[config.mk]
export PLATFORM = sky130hd
export DESIGN_NAME = clock_display_driver_flat
export DESIGN_NICKNAME = d
export VERILOG_FILES = /design/src/rtl/clock_display_driver_if.sv /design/src/rtl/clock_display_driver.sv /design/src/flat_wrapper.sv
export SDC_FILE = /design/constraint.sdc
export NUM_CORES = 1
export LEC_CHECK = 0
export ABC_AREA = 1
export BUFFER_PORTS_ARGS = -buffer_cell sky130_fd_sc_hd__buf_2
export CAP_MARGIN = 20
export CORE_UTILIZATION = 35
export DETAILED_ROUTE_END_ITERATION = 16
export PLACE_DENSITY = 0.65
export SETUP_SLACK_MARGIN = 0.1
export SYNTH_ARGS = -nofsm -noshare
export SYNTH_HDL_FRONTEND = slang
export SYNTH_SLANG_ARGS = --single-unit
export TNS_END_PERCENT = 50
[constraint.sdc]
create_clock -name clock -period 1.85 [get_ports clock]
set_clock_uncertainty 0.15 [all_clocks]
set_input_delay 0 -clock clock [delete_from_list [all_inputs] [get_ports clock]]
set_output_delay 0 -clock clock [all_outputs]
set_load 0.05 [all_outputs]
[src/rtl/clock_display_driver_if.sv]
// Digit snapshot inputs and multiplexed 7-segment outputs for the clock display driver.
// The master side is the clock core; the slave side is the display driver.
interface clock_display_driver_if;
    logic [1:0] H_in1;
    logic [3:0] H_in0;
    logic [3:0] M_in1;
    logic [3:0] M_in0;
    logic [3:0] S_in1;
    logic [3:0] S_in0;
    logic       load;
    logic       Alarm;
    logic [6:0] seg;
    logic [5:0] an;
    logic       dp;
    logic       digit_err;

    modport master (
        output H_in1, H_in0, M_in1, M_in0, S_in1, S_in0, load, Alarm,
        input  seg, an, dp, digit_err
    );

    modport slave (
        input  H_in1, H_in0, M_in1, M_in0, S_in1, S_in0, load, Alarm,
        output seg, an, dp, digit_err
    );
endinterface

[src/rtl/clock_display_driver.sv]
// Six-digit multiplexed 7-segment driver for an HH:MM:SS clock with shadow
// snapshot registers, digit validation, blinking colon and alarm flashing.
module clock_display_driver #(
    parameter int unsigned SCAN_DIV  = 4,
    parameter int unsigned BLINK_DIV = 10
) (
    input  logic                  clock,
    input  logic                  reset,
    clock_display_driver_if.slave bus
);
    localparam int unsigned SCAN_W  = (SCAN_DIV  > 1) ? $clog2(SCAN_DIV)  : 1;
    localparam int unsigned BLINK_W = (BLINK_DIV > 1) ? $clog2(BLINK_DIV) : 1;
    localparam int unsigned IDX_W   = 3;
    localparam logic [6:0]  SEG_DASH  = 7'h40;
    localparam logic [6:0]  SEG_BLANK = 7'h00;

    logic [SCAN_W-1:0]  scan_cnt_q, scan_cnt_d;
    logic [BLINK_W-1:0] blink_cnt_q, blink_cnt_d;
    logic [IDX_W-1:0]   idx_q, idx_d;
    logic               blink_phase_q, blink_phase_d;
    logic               digit_err_q, digit_err_d;
    logic [1:0]         h1_q;
    logic [3:0]         h0_q, m1_q, m0_q, s1_q, s0_q;
    logic               scan_wrap_c, blink_wrap_c, in_err_c;
    logic [3:0]         digit_c;
    logic               digit_bad_c, lead_blank_c, flash_off_c;

    function automatic logic [6:0] bcd_to_seg(input logic [3:0] d);
        case (d)
            4'd0:    bcd_to_seg = 7'h3F;
            4'd1:    bcd_to_seg = 7'h06;
            4'd2:    bcd_to_seg = 7'h5B;
            4'd3:    bcd_to_seg = 7'h4F;
            4'd4:    bcd_to_seg = 7'h66;
            4'd5:    bcd_to_seg = 7'h6D;
            4'd6:    bcd_to_seg = 7'h7D;
            4'd7:    bcd_to_seg = 7'h07;
            4'd8:    bcd_to_seg = 7'h7F;
            4'd9:    bcd_to_seg = 7'h6F;
            default: bcd_to_seg = SEG_DASH;
        endcase
    endfunction

    // Scan/blink dividers and the load-time validity check of the incoming snapshot
    always_comb begin
        scan_wrap_c   = (scan_cnt_q == SCAN_W'(SCAN_DIV - 1));
        blink_wrap_c  = (blink_cnt_q == BLINK_W'(BLINK_DIV - 1));
        scan_cnt_d    = scan_wrap_c ? '0 : scan_cnt_q + SCAN_W'(1);
        blink_cnt_d   = blink_wrap_c ? '0 : blink_cnt_q + BLINK_W'(1);
        idx_d         = idx_q;
        if (scan_wrap_c) begin
            idx_d = (idx_q == IDX_W'(5)) ? '0 : idx_q + IDX_W'(1);
        end
        blink_phase_d = blink_wrap_c ? ~blink_phase_q : blink_phase_q;
        in_err_c      = (bus.S_in0 > 4'd9) | (bus.S_in1 > 4'd5) |
                        (bus.M_in0 > 4'd9) | (bus.M_in1 > 4'd5) |
                        (bus.H_in0 > 4'd9) | (bus.H_in1 > 2'd2) |
                        ((bus.H_in1 == 2'd2) && (bus.H_in0 > 4'd3));
        digit_err_d   = bus.load ? in_err_c : digit_err_q;
    end

    always_ff @(posedge clock or posedge reset) begin
        if (reset) begin
            scan_cnt_q    <= '0;
            blink_cnt_q   <= '0;
            idx_q         <= '0;
            blink_phase_q <= 1'b1;
            digit_err_q   <= 1'b0;
            h1_q          <= '0;
            h0_q          <= '0;
            m1_q          <= '0;
            m0_q          <= '0;
            s1_q          <= '0;
            s0_q          <= '0;
        end else begin
            scan_cnt_q    <= scan_cnt_d;
            blink_cnt_q   <= blink_cnt_d;
            idx_q         <= idx_d;
            blink_phase_q <= blink_phase_d;
            digit_err_q   <= digit_err_d;
            if (bus.load) begin
                h1_q <= bus.H_in1;
                h0_q <= bus.H_in0;
                m1_q <= bus.M_in1;
                m0_q <= bus.M_in0;
                s1_q <= bus.S_in1;
                s0_q <= bus.S_in0;
            end
        end
    end

    // Zero-latency decode of the scanned shadow digit; an out-of-range 2x hour dashes the units digit
    always_comb begin
        digit_c      = s0_q;
        digit_bad_c  = 1'b0;
        lead_blank_c = 1'b0;
        case (idx_q)
            3'd0: begin digit_c = s0_q; digit_bad_c = (s0_q > 4'd9); end
            3'd1: begin digit_c = s1_q; digit_bad_c = (s1_q > 4'd5); end
            3'd2: begin digit_c = m0_q; digit_bad_c = (m0_q > 4'd9); end
            3'd3: begin digit_c = m1_q; digit_bad_c = (m1_q > 4'd5); end
            3'd4: begin
                digit_c     = h0_q;
                digit_bad_c = (h0_q > 4'd9) || ((h1_q == 2'd2) && (h0_q > 4'd3));
            end
            3'd5: begin
                digit_c      = {2'b00, h1_q};
                digit_bad_c  = (h1_q > 2'd2);
                lead_blank_c = (h1_q == 2'd0);
            end
            default: ;
        endcase
        flash_off_c = bus.Alarm & ~blink_phase_q;

        bus.an  = 6'b000001 << idx_q;
        bus.seg = digit_bad_c  ? SEG_DASH :
                  lead_blank_c ? SEG_BLANK : bcd_to_seg(digit_c);
        bus.dp  = blink_phase_q && ((idx_q == IDX_W'(2)) || (idx_q == IDX_W'(4)));
        if (flash_off_c) begin
            bus.an  = '0;
            bus.seg = SEG_BLANK;
            bus.dp  = 1'b0;
        end
    end

    assign bus.digit_err = digit_err_q;
endmodule

[src/flat_wrapper.sv]
// flat-port wrapper written by rule: the top's interface ports become plain ports
module clock_display_driver_flat 
#(
    parameter int unsigned SCAN_DIV  = 4,
    parameter int unsigned BLINK_DIV = 10
)
  (clock, reset, bus_H_in1, bus_H_in0, bus_M_in1, bus_M_in0, bus_S_in1, bus_S_in0, bus_load, bus_Alarm, bus_seg, bus_an, bus_dp, bus_digit_err);
  clock_display_driver_if bus_i ();
  input  logic clock;
  input  logic reset;
  input wire logic [$bits(bus_i.H_in1)-1:0] bus_H_in1;
  input wire logic [$bits(bus_i.H_in0)-1:0] bus_H_in0;
  input wire logic [$bits(bus_i.M_in1)-1:0] bus_M_in1;
  input wire logic [$bits(bus_i.M_in0)-1:0] bus_M_in0;
  input wire logic [$bits(bus_i.S_in1)-1:0] bus_S_in1;
  input wire logic [$bits(bus_i.S_in0)-1:0] bus_S_in0;
  input wire logic [$bits(bus_i.load)-1:0] bus_load;
  input wire logic [$bits(bus_i.Alarm)-1:0] bus_Alarm;
  output wire logic [$bits(bus_i.seg)-1:0] bus_seg;
  output wire logic [$bits(bus_i.an)-1:0] bus_an;
  output wire logic [$bits(bus_i.dp)-1:0] bus_dp;
  output wire logic [$bits(bus_i.digit_err)-1:0] bus_digit_err;
  assign bus_i.H_in1 = bus_H_in1;
  assign bus_i.H_in0 = bus_H_in0;
  assign bus_i.M_in1 = bus_M_in1;
  assign bus_i.M_in0 = bus_M_in0;
  assign bus_i.S_in1 = bus_S_in1;
  assign bus_i.S_in0 = bus_S_in0;
  assign bus_i.load = bus_load;
  assign bus_i.Alarm = bus_Alarm;
  assign bus_seg = bus_i.seg;
  assign bus_an = bus_i.an;
  assign bus_dp = bus_i.dp;
  assign bus_digit_err = bus_i.digit_err;
  clock_display_driver #(.SCAN_DIV(SCAN_DIV), .BLINK_DIV(BLINK_DIV)) u_core (.clock(clock), .reset(reset), .bus(bus_i));
endmodule
# --- Yosys cells after proc, flatten, opt, wreduce, memory -nomap -nowiden ---
# Memories as Yosys holds them, arrays and structs flattened.
# Index checks and enable logic that the tools add are counted.
word_totals:
  register_bits: 33
  romBits: 112
  output_inout_bits: 15
  wordCells: 65
  memories: 1
memory_table:
  columns: ["name", "words", "word_bits", "rd", "rd_ports_with_merged_regs", "write_ports", "line", "rtl"]
  rows:
  - ["(name not given)", 16, 7, 1, 0, 0, "clock_display_driver.sv:29", "case (d)"]
classes:
  addsub: 3
  magnitude_cmp: 14
  eq_ne: 9
  n_shift: 1
  muxes: 11
  n_bitwise: 8
  reduce_logical: 7
ops:
  columns: ["cell", "n"]
  rows:
  - ["> comparator 4 bit, second input constant", 6]
  - ["two-way mux 7 bit", 3]
  - ["one-hot mux 4 bit (5 select lines)", 1]
  - ["> comparator 4 x 3 -> 1 bit, second input constant", 4]
  - ["> comparator 4 x 2 -> 1 bit, second input constant", 2]
  - ["equality test 2 bit, second input constant", 3]
  - ["equality test 3 x 2 -> 1 bit, second input constant", 2]
  - ["equality test 3 bit, second input constant", 2]
  - ["two-way mux 6 bit", 1]
  - ["OR 1 bit", 6]
  - ["one-hot mux 1 bit (6 select lines)", 1]
  - ["left shift 1 x 3 -> 6 bit, first input constant", 1]
  - ["adder 4 x 1 -> 4 bit, second input constant", 1]
  - ["equality test 4 bit, second input constant", 1]
  - ["> comparator 2 bit, second input constant", 2]
  - ["two-way mux 4 bit", 1]
  - ["adder 3 x 1 -> 3 bit, second input constant", 1]
  - ["equality test 3 x 1 -> 1 bit, second input constant", 1]
  - ["logical AND 1 bit", 3]
  - ["logical NOT 3 bit", 1]
  - ["two-way mux 3 bit", 1]
  - ["adder 2 x 1 -> 2 bit, second input constant", 1]
  - ["logical NOT 2 bit", 1]
  - ["logical OR 1 bit", 2]
  - ["4 further kinds", 5]

# --- Depth between registers and ports, before layout ---
logic_depth:
  depth_word: 7
  mapped_depth: 16
  ltp_nobuf: 15

# --- Worst setup path after synthesis ---
# OpenSTA, ideal clock, no wires.
synth_path:
  path_type: "flip-flop to output port"
  from: "register u_core.idx_q[2]"
  to: "output bus_seg[3]"
  t_arrival_ns: 2.335
  required_ns: 1.700
  slack_ns: -0.635
  path_stages_with_launch: 11
  path_cell_list: "dfrtp_1 > inv_4 > ha_1 > a22oi_1 > nand2_1 > nand2_4 > inv_1 > ha_1 > nor2_1 > nor2_1 > nor2_1"
synth_between:
  elab_chain_len: 6
  word_cells_on_any_way: 13
synth_rtl:
  columns: ["element", "line", "rtl"]
  rows:
  - ["start: declaration", "clock_display_driver.sv:19", "logic [IDX_W-1:0] idx_q, idx_d;"]
  - ["start signal: assignment", "clock_display_driver.sv:78", "idx_q <= idx_d;"]
  - ["equality test 3 bit, or another cell as far along", "clock_display_driver.sv:97", "case (idx_q)"]
  - ["one-hot mux 4 bit (5 select lines)", "clock_display_driver.sv:97", null]
  - ["memory (16 x 7 bit)", null, null]
  - ["two-way mux 7 bit", "clock_display_driver.sv:117", "lead_blank_c ? SEG_BLANK : bcd_to_seg(digit_c);"]
  - ["two-way mux 7 bit *", "clock_display_driver.sv:116", "bus.seg = digit_bad_c ? SEG_DASH :"]
  - ["two-way mux 7 bit *", "clock_display_driver.sv:119", "if (flash_off_c) begin"]
  - ["end: declaration", "flat_wrapper.sv:19", "output wire logic [$bits(bus_i.seg)-1:0] bus_seg;"]
# Every way passes the cells marked *; elsewhere a longest branch is shown, timed or not.

# --- Worst setup path in the final report ---
layout_path:
  from: "register u_core.idx_q[1]"
  to: "output bus_seg[3]"
# Same word-level chain as after synthesis.

==> reports/metrics.yaml <==
htreeDepth: 2
vias: 2081
grt.total_usage_pct: 19.0
drive_above_1_share_pct: 37.6
synthesis.nets: 309
wl_per_cell_um: 12.1
finalNetCount: 411
antenna_found_initial: 0
violations: "setup timing"
vias_per_cell: 4.62
setup_viol: 7
clk_pin_slew_ns: 0.07
end_kind: "output pin"
start_kind: "flip-flop"
grt_max_degree: 34
slew_violations: 0
min_from: "bus_load"
arrival_ns: 2.22
grt_pass1_wl_mm: 9.00
cts_sinks: 33
syn-cell-area_mm2: 0.00204
final_cell_mix: "nand2_1 (73), buf_4 (39), inv_1 (34)"
r2r-end: "u_core.idx_q[2]"
p_leak_nw: 1.60
wirelength_mm: 5.44
grt_overflow: 0
post-route-period-util_pct: 128
io_pins: 41
die_area_mm2: 0.00615
power_mw: 1.98
gp_congestion: 0.862
antenna_left: 0
drtPass1Iterations: 4
core.rowCount: 27
drv_cap: 0
fp.dieW_um: 78.4
worstHoldPathCells: 5
cts_tree: "yes"
startpoint: "u_core.idx_q[1]"
clockRootBuffer: "clkbuf_8"
synth_largest_area_cell: "dfrtp_1"
status: "finished, violations left"
port_buffers: 40
area_growth_pct: 56.4
fmax_mhz: 422
core_mm2: 0.00557
synth.top_cell.area_share_pct: 39.2
final_area_mm2: 0.00320
synthDistinctLibCells: 31
synthesis.instances: 275
fin_ws_ns: -0.522
hold_end: "u_core.h1_q[1]"
worstPathRequired_ns: 1.70
holdCritPathClass: "primary input to flip-flop"
antennaDiodeCount: 0
drc_errors: 0
worst-path-max-fanout: 6
ys_seq_elements: 33
ys_warn_count: 0
fp.dieH_um: 78.4
cts_buffers: 5
hold_violations: 0
peakVddDrop_mv: 0.447
rsz0062_at_grt: "yes"
dp_cells: 416
worst-r2r-setup-slack_ns: 0.56
clock_latency_ns: 0.28
grt_pass1_vias: 1982
rr_startpoint: "u_core.idx_q[2]"
final_util_pct: 57.4
cts_buffer_depth: 2
avgSynthCellArea_um2: 7.43
initial_core_util_pct: 36.7
r2r_cells: 5
slew_headroom_pct: 71.7
seq_area_frac_synth_pct: 40.5
final_cells: 450
layout_commonest_cell: "nand2_1"
power_density_mw_per_mm2: 621
drt_iter0_markers: 59
crit_type: "flip-flop to output pin"
tightestPinTransition_ns: 0.425
place_area_mm2: 0.00266
yosys-top-cells-area: "dfrtp_1 (39%), nand2_1 (15%), inv_1 (7.2%), nor2_1 (5.7%), o21ai_0 (5.6%)"
dpl.hpwl_mm: 3.97
timing.final.crit_period_ns: 2.37
[Yosys cell counts]
| library cell | instances |
|---|---|
| nor4_1 | 1 |
| o21ai_0 | 23 |
| a41oi_1 | 1 |
| nand2_1 | 79 |
| o32ai_1 | 1 |
| o211ai_1 | 1 |
| dfrtp_1 | 32 |
| ha_1 | 8 |
| nand4_1 | 6 |
| nor2_4 | 3 |
| o21ai_1 | 1 |
| o21a_1 | 1 |
| nor2_1 | 31 |
| o21bai_1 | 1 |
| a22oi_1 | 1 |
| nand2_2 | 1 |
| inv_4 | 2 |
| nand2_4 | 7 |
| o22ai_1 | 1 |
| a21oi_1 | 3 |
| nand3_4 | 2 |
| inv_2 | 2 |
| clkbuf_1 | 4 |
| nand3_1 | 12 |
| inv_1 | 39 |
| dfstp_2 | 1 |
| nor2_2 | 5 |
| buf_6 | 1 |
| xor2_1 | 2 |
| or2_2 | 1 |
| nor3_1 | 2 |
[flip-flops by register name, indices dropped and copies added (netlist names)]
signal	flops
u_core.blink_phase_q	1
u_core.scan_cnt_q	2
u_core.h1_q	2
u_core.idx_q	3
u_core.m0_q	4
u_core.blink_cnt_q	4
u_core.h0_q	4
u_core.m1_q	4
u_core.s1_q	4
u_core.s0_q	4
u_core.bus.digit_err	1
[cell families (layout without fill, tap and decap cells)]
kind of cell	after synthesis	count (layout)	share of synthesized area, %
adders and majority gates	8	8	4.90
DFF	33	33	40.5
and+or+nand+nor	150	150	35.1
AOI/OAI and AO/OA	34	34	9.24
xor gates and xnor gates	2	2	0.857
buffers and inverters	48	151	9.42
[worst max path at each step]
stage	end	slack [ns]	cells past startpoint
2_1_floorplan	bus_seg[3]	-0.17	14
3_3_place_gp	bus_seg[5]	-0.27	12
3_5_place_dp	bus_seg[6]	-0.30	15
4_1_cts	bus_seg[3]	-0.51	15
5_1_grt	bus_seg[0]	-0.64	15
6_report	bus_seg[3]	-0.52	13
[power by group]
part / leakage (nW) / internal, mW / switching, mW
combinational: 1.15 / 0.210 / 0.288
clock: 0.0585 / 0.439 / 0.255
sequential: 0.394 / 0.765 / 0.0270
[worst max-delay path: stages, from the launching register on]
cell and delay, ns:
dfrtp_2 0.47, buf_4 0.16, buf_4 0.13, nand4_1 0.09, nand2_1 0.07, nor2_2 0.10, nand2_2 0.08, nand2_4 0.13
inv_4 0.05, ha_4 0.24, nor2_4 0.12, nor2_2 0.07, nor2_4 0.08, buf_6 0.16
[stage by stage]
step	setup slack, ns	hold WS, ns	TNS, ns
CTS	-0.515	0.00372	-3.35
global placement	-0.273	-0.0484	-1.65
global route	-0.642	0.0456	-4.40
finish	-0.522	0.00237	-3.42
detailed placement	-0.304	-0.0349	-1.95
floorplan	-0.170	-0.0334	-0.907
[layer usage]
metal,GRT usage (%),share of wire (%)
met2,32.5,50
met3,2.79,3.0
met4,7.22,1.4
met5,0,0
met1,24.1,46
[timing repair]
action,CTS,global route
pin swaps,14,10
cloned,0,0
endpoints found under the hold margin,56,0
endpoints found under the setup margin,9,12
hold buffers,24,0
gates resized for setup,31,22
setup buffers,0,2
[final cells by class]
class	instances	area [µm²]
fillers	510	2380
repair buffers	100	781
flip-flops and latches	33	831
well taps	72	90.1
clock inverters	1	30.0
clock buffers	7	86.3
inverters	43	174
multi-input cells	194	1200
Power figures use the tool's default switching activity.
